**config.mk**
```make
export PLATFORM = sky130hd
export DESIGN_NAME = seg7_mux
export DESIGN_NICKNAME = d
export VERILOG_FILES = /design/src/rtl/seg7_pkg.sv /design/src/rtl/seg7_scan.sv /design/src/rtl/seg7_mux.sv
export SDC_FILE = /design/constraint.sdc
export NUM_CORES = 1
export LEC_CHECK = 0
export ABC_AREA = 0
export CAP_MARGIN = 30
export CORE_MARGIN = 8
export CORE_UTILIZATION = 45
export CTS_CLUSTER_DIAMETER = 200
export DETAILED_ROUTE_END_ITERATION = 10
export PLACE_DENSITY_LB_ADDON = 0.1
export SLEW_MARGIN = 5
export SYNTH_ARGS = -nofsm -noshare
export SYNTH_HDL_FRONTEND = slang
export SYNTH_SLANG_ARGS = --single-unit
```
**constraint.sdc**
```tcl
create_clock -name clk -period 5 [get_ports clk]
set_clock_uncertainty 0.15 [all_clocks]
set_input_delay 1.25 -clock clk [delete_from_list [all_inputs] [get_ports clk]]
set_output_delay 1.25 -clock clk [all_outputs]
set_load 0.05 [all_outputs]
```
**src/rtl/seg7_pkg.sv**
```systemverilog
// seg7_pkg: shared constants for the multiplexed seven-segment controller.
//   - Register word offsets relative to BASE (VALUE, CTRL, first RAW).
//   - CTRL field bit positions.
//   - Hex glyph table, active-high, segments a..g at bits [6:0].
package seg7_pkg;

  localparam int unsigned OFF_VALUE = 0;
  localparam int unsigned OFF_CTRL  = 1;
  localparam int unsigned OFF_RAW   = 2;

  localparam int unsigned CTRL_ON         = 0;
  localparam int unsigned CTRL_RAW        = 1;
  localparam int unsigned CTRL_BLANK      = 2;
  localparam int unsigned CTRL_BRIGHT_LSB = 8;
  localparam int unsigned CTRL_DP_LSB     = 16;

  localparam logic [7:0] RESET_BRIGHT = 8'hFF;

  localparam logic [6:0] HEX_GLYPH [16] = '{
    7'h3F, 7'h06, 7'h5B, 7'h4F,   // 0 1 2 3
    7'h66, 7'h6D, 7'h7D, 7'h07,   // 4 5 6 7
    7'h7F, 7'h6F, 7'h77, 7'h7C,   // 8 9 A b
    7'h39, 7'h5E, 7'h79, 7'h71    // C d E F
  };

endpackage

```
**src/rtl/seg7_scan.sv**
```systemverilog
// seg7_scan: digit scan timing.
//   clk, reset   : clock, synchronous active-high reset
//   bright_i     : slot brightness 0..255
//   index_o      : digit currently being scanned
//   lit_o        : high while the slot phase is below bright_i
// The prescaler (0..SCAN_DIV-1) is held as phase_q * SUB_DIV + sub_q, so the
// 0..255 phase falls out directly without a divider.
module seg7_scan #(
  parameter int DIGITS   = 4,
  parameter int SCAN_DIV = 1024,
  parameter int IDX_W    = (DIGITS > 1) ? $clog2(DIGITS) : 1
) (
  input  logic             clk,
  input  logic             reset,
  input  logic [7:0]       bright_i,
  output logic [IDX_W-1:0] index_o,
  output logic             lit_o
);

  localparam int SUB_DIV = SCAN_DIV / 256;
  localparam int SUB_W   = (SUB_DIV > 1) ? $clog2(SUB_DIV) : 1;

  logic [SUB_W-1:0] sub_q, sub_d;
  logic [7:0]       phase_q, phase_d;
  logic [IDX_W-1:0] index_q, index_d;

  always_comb begin
    sub_d   = sub_q + SUB_W'(1);
    phase_d = phase_q;
    index_d = index_q;
    if (sub_q == SUB_W'(SUB_DIV - 1)) begin
      sub_d   = '0;
      phase_d = phase_q + 8'd1;
      if (phase_q == 8'hFF) begin
        index_d = (index_q == IDX_W'(DIGITS - 1)) ? '0 : index_q + IDX_W'(1);
      end
    end
  end

  always_ff @(posedge clk) begin
    if (reset) begin
      sub_q   <= '0;
      phase_q <= '0;
      index_q <= '0;
    end else begin
      sub_q   <= sub_d;
      phase_q <= phase_d;
      index_q <= index_d;
    end
  end

  assign index_o = index_q;
  // bright=0 never lights; bright=255 lights phases 0..254.
  assign lit_o   = (phase_q < bright_i);

endmodule

```
**src/rtl/seg7_mux.sv**
```systemverilog
// seg7_mux: bus-mapped multiplexed seven-segment display controller.
//   clk, reset      : clock, synchronous active-high reset
//   enable, rw      : bus access qualifier, 1 = write / 0 = read
//   addr, wdata     : word address and write data
//   rdata           : registered read data (0 when no matching read)
//   seg             : segments a..g [6:0], dp [7]
//   an              : digit strobes, bit 0 = rightmost
// Register map: BASE+0 VALUE, BASE+1 CTRL, BASE+2+i RAW[i].
// Bus handshake: a request is the single cycle with enable=1; writes take
// effect at that clock edge, read data is valid the following cycle. There is
// no stall: the bus is always ready.
module seg7_mux
  import seg7_pkg::*;
#(
  parameter logic [11:0] BASE       = 12'h100,
  parameter int          DIGITS     = 4,
  parameter int          SCAN_DIV   = 1024,
  parameter bit          ACTIVE_LOW = 1'b1
) (
  input  logic              clk,
  input  logic              reset,
  input  logic              enable,
  input  logic              rw,
  input  logic [31:0]       addr,
  input  logic [31:0]       wdata,
  output logic [31:0]       rdata,
  output logic [7:0]        seg,
  output logic [DIGITS-1:0] an
);

  localparam int IDX_W = (DIGITS > 1) ? $clog2(DIGITS) : 1;
  localparam int VW    = 4 * DIGITS;

  // Register file
  logic [VW-1:0] value_q;
  logic          on_q, raw_q, blank_q;
  logic [7:0]    bright_q, dp_q;
  logic [7:0]    raw_pat_q [DIGITS];

  // Bus decode: offsets below BASE wrap to large values and miss.
  logic [31:0] off;
  logic        hit, wr_en, rd_en;

  assign off   = addr - {20'd0, BASE};
  assign hit   = (off < 32'(OFF_RAW + DIGITS));
  assign wr_en = enable && rw && hit;
  assign rd_en = enable && !rw && hit;

  logic unused_wdata;
  assign unused_wdata = ^wdata;

  always_ff @(posedge clk) begin
    if (reset) begin
      value_q  <= '0;
      on_q     <= 1'b1;
      raw_q    <= 1'b0;
      blank_q  <= 1'b0;
      bright_q <= RESET_BRIGHT;
      dp_q     <= '0;
      for (int i = 0; i < DIGITS; i++) raw_pat_q[i] <= '0;
    end else if (wr_en) begin
      if (off == 32'(OFF_VALUE)) value_q <= wdata[VW-1:0];
      if (off == 32'(OFF_CTRL)) begin
        on_q     <= wdata[CTRL_ON];
        raw_q    <= wdata[CTRL_RAW];
        blank_q  <= wdata[CTRL_BLANK];
        bright_q <= wdata[CTRL_BRIGHT_LSB +: 8];
        dp_q     <= wdata[CTRL_DP_LSB +: 8];
      end
      for (int i = 0; i < DIGITS; i++) begin
        if (off == 32'(OFF_RAW + i)) raw_pat_q[i] <= wdata[7:0];
      end
    end
  end

  // Read path
  logic [31:0] rdata_d, rdata_q;

  always_comb begin
    rdata_d = '0;
    if (rd_en) begin
      if (off == 32'(OFF_VALUE)) rdata_d[VW-1:0] = value_q;
      if (off == 32'(OFF_CTRL)) begin
        rdata_d[CTRL_ON]               = on_q;
        rdata_d[CTRL_RAW]              = raw_q;
        rdata_d[CTRL_BLANK]            = blank_q;
        rdata_d[CTRL_BRIGHT_LSB +: 8]  = bright_q;
        rdata_d[CTRL_DP_LSB +: 8]      = dp_q;
      end
      for (int i = 0; i < DIGITS; i++) begin
        if (off == 32'(OFF_RAW + i)) rdata_d[7:0] = raw_pat_q[i];
      end
    end
  end

  // Scan timing
  logic [IDX_W-1:0] index;
  logic             lit;

  seg7_scan #(
    .DIGITS   (DIGITS),
    .SCAN_DIV (SCAN_DIV),
    .IDX_W    (IDX_W)
  ) u_scan (
    .clk      (clk),
    .reset    (reset),
    .bright_i (bright_q),
    .index_o  (index),
    .lit_o    (lit)
  );

  // Glyph mux. Shifting VALUE down to the current digit gives both the nibble
  // and the "all higher digits are zero" test used for leading-zero blanking.
  logic [VW-1:0]     shifted;
  logic [DIGITS-1:0] dp_digits;
  logic              blank_digit, show;
  logic [7:0]        pattern, seg_ah, seg_d, seg_q;
  logic [DIGITS-1:0] an_ah, an_d, an_q;

  assign shifted   = value_q >> {index, 2'b00};
  assign dp_digits = dp_q[DIGITS-1:0];

  always_comb begin
    blank_digit = blank_q && !raw_q && (index != '0) && (shifted == '0);
    show        = on_q && lit && !blank_digit;
    pattern     = raw_q ? raw_pat_q[index]
                        : {dp_digits[index], HEX_GLYPH[shifted[3:0]]};
    seg_ah      = show ? pattern : 8'h00;
    an_ah       = show ? (DIGITS'(1) << index) : '0;
    seg_d       = ACTIVE_LOW ? ~seg_ah : seg_ah;
    an_d        = ACTIVE_LOW ? ~an_ah  : an_ah;
  end

  always_ff @(posedge clk) begin
    if (reset) begin
      seg_q   <= {8{ACTIVE_LOW}};
      an_q    <= {DIGITS{ACTIVE_LOW}};
      rdata_q <= '0;
    end else begin
      seg_q   <= seg_d;
      an_q    <= an_d;
      rdata_q <= rdata_d;
    end
  end

  assign seg   = seg_q;
  assign an    = an_q;
  assign rdata = rdata_q;

endmodule

```
# After elaboration in Yosys (flattened, before gate mapping)
# Memories as Yosys holds them, arrays and structs flattened. A register that Yosys moved wholly into a read port is not among the register bits.
# Cells that the tools add are included.
# word_totals
input_bits	68
mem_bits_rw	32
word_cells	103
register_bits	91
romBits	112
output_inout_bits	44
memories	2
# mem_list
memory	depth	width	rd	rd_clocked_by_memory_dff	wr	line	rtl
(no name shown)	16	7	1	0	0	seg7_mux.sv:127	: {dp_digits[index], HEX_GLYPH[shifted[3:0]]};
raw_pat_q	4	8	5	1	4	seg7_mux.sv:38	logic [7:0] raw_pat_q [DIGITS];
# classes
eq_ne	8
shift	2
bitwise_logic	9
n_lt_le_gt_ge	4
mux	39
n_reduce_logical	21
addsub	4
# op_table
op	count
2-to-1 mux 8 bit	10
equality test 32 x 2 -> 1 bit, second input constant	2
equality test 32 x 3 -> 1 bit, second input constant	2
equality test 32 x 1 -> 1 bit, second input constant	1
logical NOT 32 bit	1
< comparator 32 x 3 -> 1 bit, second input constant	1
2-to-1 mux 16 bit	2
subtractor 32 x 9 -> 32 bit, second input constant	1
2-to-1 mux 1 bit	19
logical NOT 16 bit	1
right shift 16 x 4 -> 16 bit	1
2-to-1 mux 7 bit	2
logical AND 1 bit	9
adder 8 x 1 -> 8 bit, second input constant	1
equality test 8 bit, second input constant	1
< comparator 8 bit	1
inverter 8 bit	1
2-to-1 mux 2 bit	3
AND reduction 2 bit	3
greater-or-equal comparator 5 bit, second input constant	1
inverter 4 -> 5 bit	1
adder 2 x 1 -> 2 bit, second input constant	2
equality test 2 bit, second input constant	2
2-to-1 mux 4 bit	1
other kinds (11)	18

# Longest topological paths before layout
# logic_depth
depth_word	8
depth_mapped	10
depth_no_buf	8

# Cells and area by module
# From an unflattened synthesis, not the netlist that was laid out.
# hier_totals
hier_cells	537
hier_area_um2	5656.7
# modules_own_cells
mod	area_per_inst_um2	cells_each	seq_area_each_um2	n_inst
seg7_mux	4964.8	461	2382.3	1
seg7_scan	691.9	76	240.2	1

# Worst setup path after synthesis
# No wires, ideal clock.
# synth_path
path_kind	input-to-reg
startpoint	in addr[12]
endpoint	mem raw_pat_q[0][0] (enable)
setup_slack_ns	1.611
required_ns	4.516
t_arrival_ns	2.904
cell_stages	6
cell_sequence	or4_1 > o21ai_2 > and4_4 > buf_6 > nand4_2 > nand2b_1
# synth_lines
item	line	rtl
start: declaration	seg7_mux.sv:24	input logic [31:0] addr,
end: declaration	seg7_mux.sv:38	

==> run summary <==
The run finished with clean final reports. After layout, the worst path uses 78.6% of the clock period. At the later pin of the worst-skew pair, clock insertion delay measures 0.41 ns.

The final count of pins violating max slew came out at 0. Setup violations remaining at the end of the flow were counted as 0. The largest incremental delay on the critical path came out at 0.57 ns. The floorplan has 41 rows.

In this run the remaining antenna-violating nets after routing total 0. The biggest area contributor in the post-synthesis netlist is sky130_fd_sc_hd__dfxtp_1. For this design the ratio of total power to cell area is 325 mW/mm^2.

TritonCTS created 17 clock buffers. The width of the die came out at 129 um. For the H-tree depth, the log shows 4. The routed layout has 4,716 vias.

Clock-pin slew was measured on the worst setup and hold paths at 0.05 ns. The ratio of routed vias to standard cells was 5.57. Signal routing reaches up to met4.

Along the worst path, the maximum fanout reaches 30. The tools report the post-synthesis cell type count as 56. In this run the count of I/O pins placed on the die edge is 112.

The number of cells on the worst reg-to-reg path is 8. The reg-to-reg endpoint is seg[6]. Measured against its own limit, the worst slew margin works out to 36.4%. Detailed routing placed a total of 7990 um of wire on met2.

The number of hold-repair buffers added at the cts stage was 0; the worst slack after detailed placement was 0.658 ns. The tools report the worst-case setup margin in the final layout as 1.07 ns. Entering global routing, the biggest net connects 70 pins. At the end of routability-driven placement, the weighted congestion stood at 0.864. The xor and xnor area share after synthesis is 0.768%. The critical path starts at addr[12]. The total buffers and inverters traversed by the critical path is 1, and the setup TNS is 0 ns. TritonCTS built the clock tree.

The repair_antennas step left the layout with diodes totalling 0. CTS placed an instance of sky130_fd_sc_hd__clkbuf_16 at the clock tree root. The HPWL reported at the end of detailed placement came out at 11,400 um.

In this run the critical register-to-register path is launched from u_scan.index_o[0]. The tools report the number of antenna violations at the first check in global routing as 0. The tools report the placed cell area as 0.00670 sq mm. The final layout contains routed wiring with a total length of 15,800 um. The run gives 0.0165 sq mm as the overall die area. The average cell area after synthesis came out at 9.85 sq um. By area, the combinational part of the netlist is dominated by simple AND/OR/NAND/NOR gates. The area overhead of the layout relative to synthesis works out to 27.9%. Type of the setup path with the least slack: in2reg. In the synthesized netlist the async set-or-reset flop fraction comes to 0%. The net count of the finished layout is 747.

The number of flops mapped to enable cells by yosys came out at 32. In this run, the number of DRC markers left after iteration 0 of detailed routing was 476. The number of global-route vias before repair was 4,751. The synthesized netlist devotes 10.7% of its cell area to compound gates. The first global-routing pass estimated 25,100 um of wire.

The top-area cell type share of the netlist area is 29.8%. For the post-CTS setup buffer count, the log shows 0. Counting along the longest clock path gives a buffer depth of 2. Setup repair after global routing left no endpoint under its margin.

Walking the worst path, the cells encountered are clkdlybuf4s50_1 -> or4_1 -> o21ai_2 -> and4_4 -> nand4_2 -> nand2b_1. Counting flops and latches in the post-synthesis netlist gives 117. The core region is 0.0125 sq mm.

The tightest min-delay check is of the reg2reg type. The tools report the element type at the critical path start as a primary input. The register-to-register setup slack is 2.01 ns, and the transition time at the pin with the least slew margin is 0.954 ns. The fraction of the mapped netlist area in adder cells is 3.95%, and the count of input and output buffers is 95. The run gives 0 as the final count of hold timing violations. Summing every instance area after synthesis gives 0.00570 sq mm. Slowest stage cell on the critical path: sky130_fd_sc_hd__or4_1. The logs give 0 for the number of max-cap violations and 0.00729 sq mm for the final instance area. The tools report the data arrival time of the critical path as 3.84 ns. Summed over all cells, the static leakage comes to 2.82 nW.

After detailed routing, the number of remaining DRC violations is 0. Yosys printed 0 warnings. The smallest clock period supported by the final layout is computed as 3.93 ns.

The run gives 255 MHz as the highest attainable clock frequency. For this run, the register share of the synthesized area comes to 46.7%. Following the worst setup path forward leads to its endpoint at raw_pat_q[2][4]. Summed over all layers, the global routing overflow is 0.

Number of clock sinks: 117. The synthesized netlist devotes 20.3% of its cell area to simple gates. The routed design uses 879 um of met3 wire.

In the synthesized netlist the dominant register cell turns out to be sky130_fd_sc_hd__dfxtp_1. In the final routed layout, each cell accounts on average for 18.6 um. Category of cells accounting for the largest share of critical-path delay: simple AND/OR/NAND/NOR gates. The post-route netlist has 9.50% of its cells at a drive strength greater than 1. Multiplexer cells account for 12.1% of the synthesized area.

The tools report the met1 wire length as 6610 um. Counting buffers and inverters, the worst setup path is 6 cells deep. The initial utilization of the core area, before any placement, comes to 45.6%. The first-pass iteration count of the detailed router is 5, and the data required time of the worst path is 4.91 ns.

The largest voltage drop on the vdd net came out at 0.000194 V. The die boundary height is 129 um, and the number of gates resized after CTS is 0. Across every metal layer, demand over resource in global routing totals 19.8%. In the synthesized netlist, the number of instances is 579. Kind of end point of the critical path: a flop. After synthesis, the cell types taking the most area are sky130_fd_sc_hd__dfxtp_1 30%, sky130_fd_sc_hd__edfxtp_1 17%, sky130_fd_sc_hd__mux4_2 5.9%, sky130_fd_sc_hd__mux2i_1 5.8%, sky130_fd_sc_hd__nor2_1 5.6%.
[power by group]
group / internal, W / leakage, nW / total, W / switching, W
sequential: 0.000993 / 0.991 / 0.00100 / 0.00000963
clock: 0.000798 / 0.292 / 0.00120 / 0.000406
combinational: 0.0000733 / 1.53 / 0.000162 / 0.0000889
[cells in the mapped netlist (9+ instances only)]
cell,count
sky130_fd_sc_hd__mux4_2,15
sky130_fd_sc_hd__nand4_1,34
sky130_fd_sc_hd__nand2_1,22
sky130_fd_sc_hd__and3_1,12
sky130_fd_sc_hd__mux2i_1,33
sky130_fd_sc_hd__o21ai_0,33
sky130_fd_sc_hd__inv_1,18
sky130_fd_sc_hd__buf_4,9
sky130_fd_sc_hd__ha_1,18
sky130_fd_sc_hd__dfxtp_1,85
sky130_fd_sc_hd__nand2b_1,16
sky130_fd_sc_hd__a21oi_1,37
sky130_fd_sc_hd__clkbuf_1,25
sky130_fd_sc_hd__edfxtp_1,32
sky130_fd_sc_hd__nor2_1,85
[state kept, by name (all words and copies together), names as in the netlist, named ones only]
register	cells
u_scan.index_o	2
seg	8
raw_pat_q	32
an	4
u_scan.sub_q	2
rdata	24
on_q	1
blank_q	1
raw_q	1
dp_q	8
bright_q	8
value_q	16
u_scan.phase_q	8
[worst min path at each step]
stage / cells after the start / startpoint / to
finish: 1 / u_scan.sub_q[0] / u_scan.sub_q[0]
global route: 1 / u_scan.sub_q[0] / u_scan.sub_q[0]
CTS: 1 / u_scan.sub_q[0] / u_scan.sub_q[0]
detailed placement: 1 / u_scan.sub_q[0] / u_scan.sub_q[0]
global placement: 1 / u_scan.sub_q[0] / u_scan.sub_q[0]
floorplan: 1 / u_scan.sub_q[0] / u_scan.sub_q[0]
[routing by layer]
metal	up-vias	track usage, %
met5	-	0
met3	23	4.76
li1	2272	-
met2	128	34.1
met1	2293	23.6
met4	0	7.60
[layout make-up]
| class | instances | area (sq um) |
|---|---|---|
| clock buffers | 20 | 457 |
| clock inverters | 12 | 134 |
| fillers | 1135 | 5230 |
| inverters | 19 | 71.3 |
| multi-input cells | 404 | 2760 |
| flip-flops and latches | 117 | 2660 |
| well taps | 172 | 215 |
| repair buffers | 102 | 993 |
[worst reg2reg max path: cells and delay by family (launching register included)]
kind                     cells  cell delay, ns
AND/OR/NAND/NOR              2            0.23
multiplexers                 1            0.42
flip-flops                   1            0.68
adder cells (fa/ha/maj)      1            0.25
buffers and inverters        1            0.12
AO/OA/AOI/OAI                3            0.94
[cells by family after synthesis]
kind of cell	count (synthesis)
other	1
XOR/XNOR	5
flip-flops	117
AND/OR/NAND/NOR	219
AO/OA/AOI/OAI	104
buffers and inverters	65
multiplexers	50
adder cells (fa/ha/maj)	18
[per-stage QoR]
| stage | power (W) | hold WS (ns) | utilization, % | std cells |
|---|---|---|---|---|
| final | 0.00237 | 0.283 | 58.2 | 846 |
| after CTS | 0.00238 | 0.291 | 58.2 | 846 |
| after global placement | 0.00118 | 0.264 | 53.5 | 814 |
| after detailed placement | 0.00118 | 0.284 | 53.5 | 814 |
| after floorplan | 0.00111 | 0.254 | - | 586 |
| after global routing | 0.00245 | 0.332 | 58.2 | 846 |
[layout by cell type (no fill, tap or decap), drive strengths merged, types with 2 or more instances in the layout]
cell type	netlist	final
dfxtp	85	85
clkbuf	25	20
o2111ai	4	4
nand4	37	37
nor3b	2	2
xor2	4	4
nand3	6	6
or3	6	6
nor4b	2	2
clkdlybuf4s50	0	93
and4	3	3
and2	7	7
mux2i	33	33
a211oi	4	4
o22ai	8	8
buf	21	9
clkinv	1	9
nor3	8	8
edfxtp	32	32
conb	1	8
ha	18	18
or4	3	3
mux4	15	15
nand2b	16	16
nand2	22	22
and3	12	12
a21oi	37	37
o21ai	38	38
o211a	2	2
a211o	2	2
nor4	8	8
nor2	85	85
bufinv	0	3
inv	18	18
mux2	2	2
No activity file was read; power rests on OpenSTA's default activity.
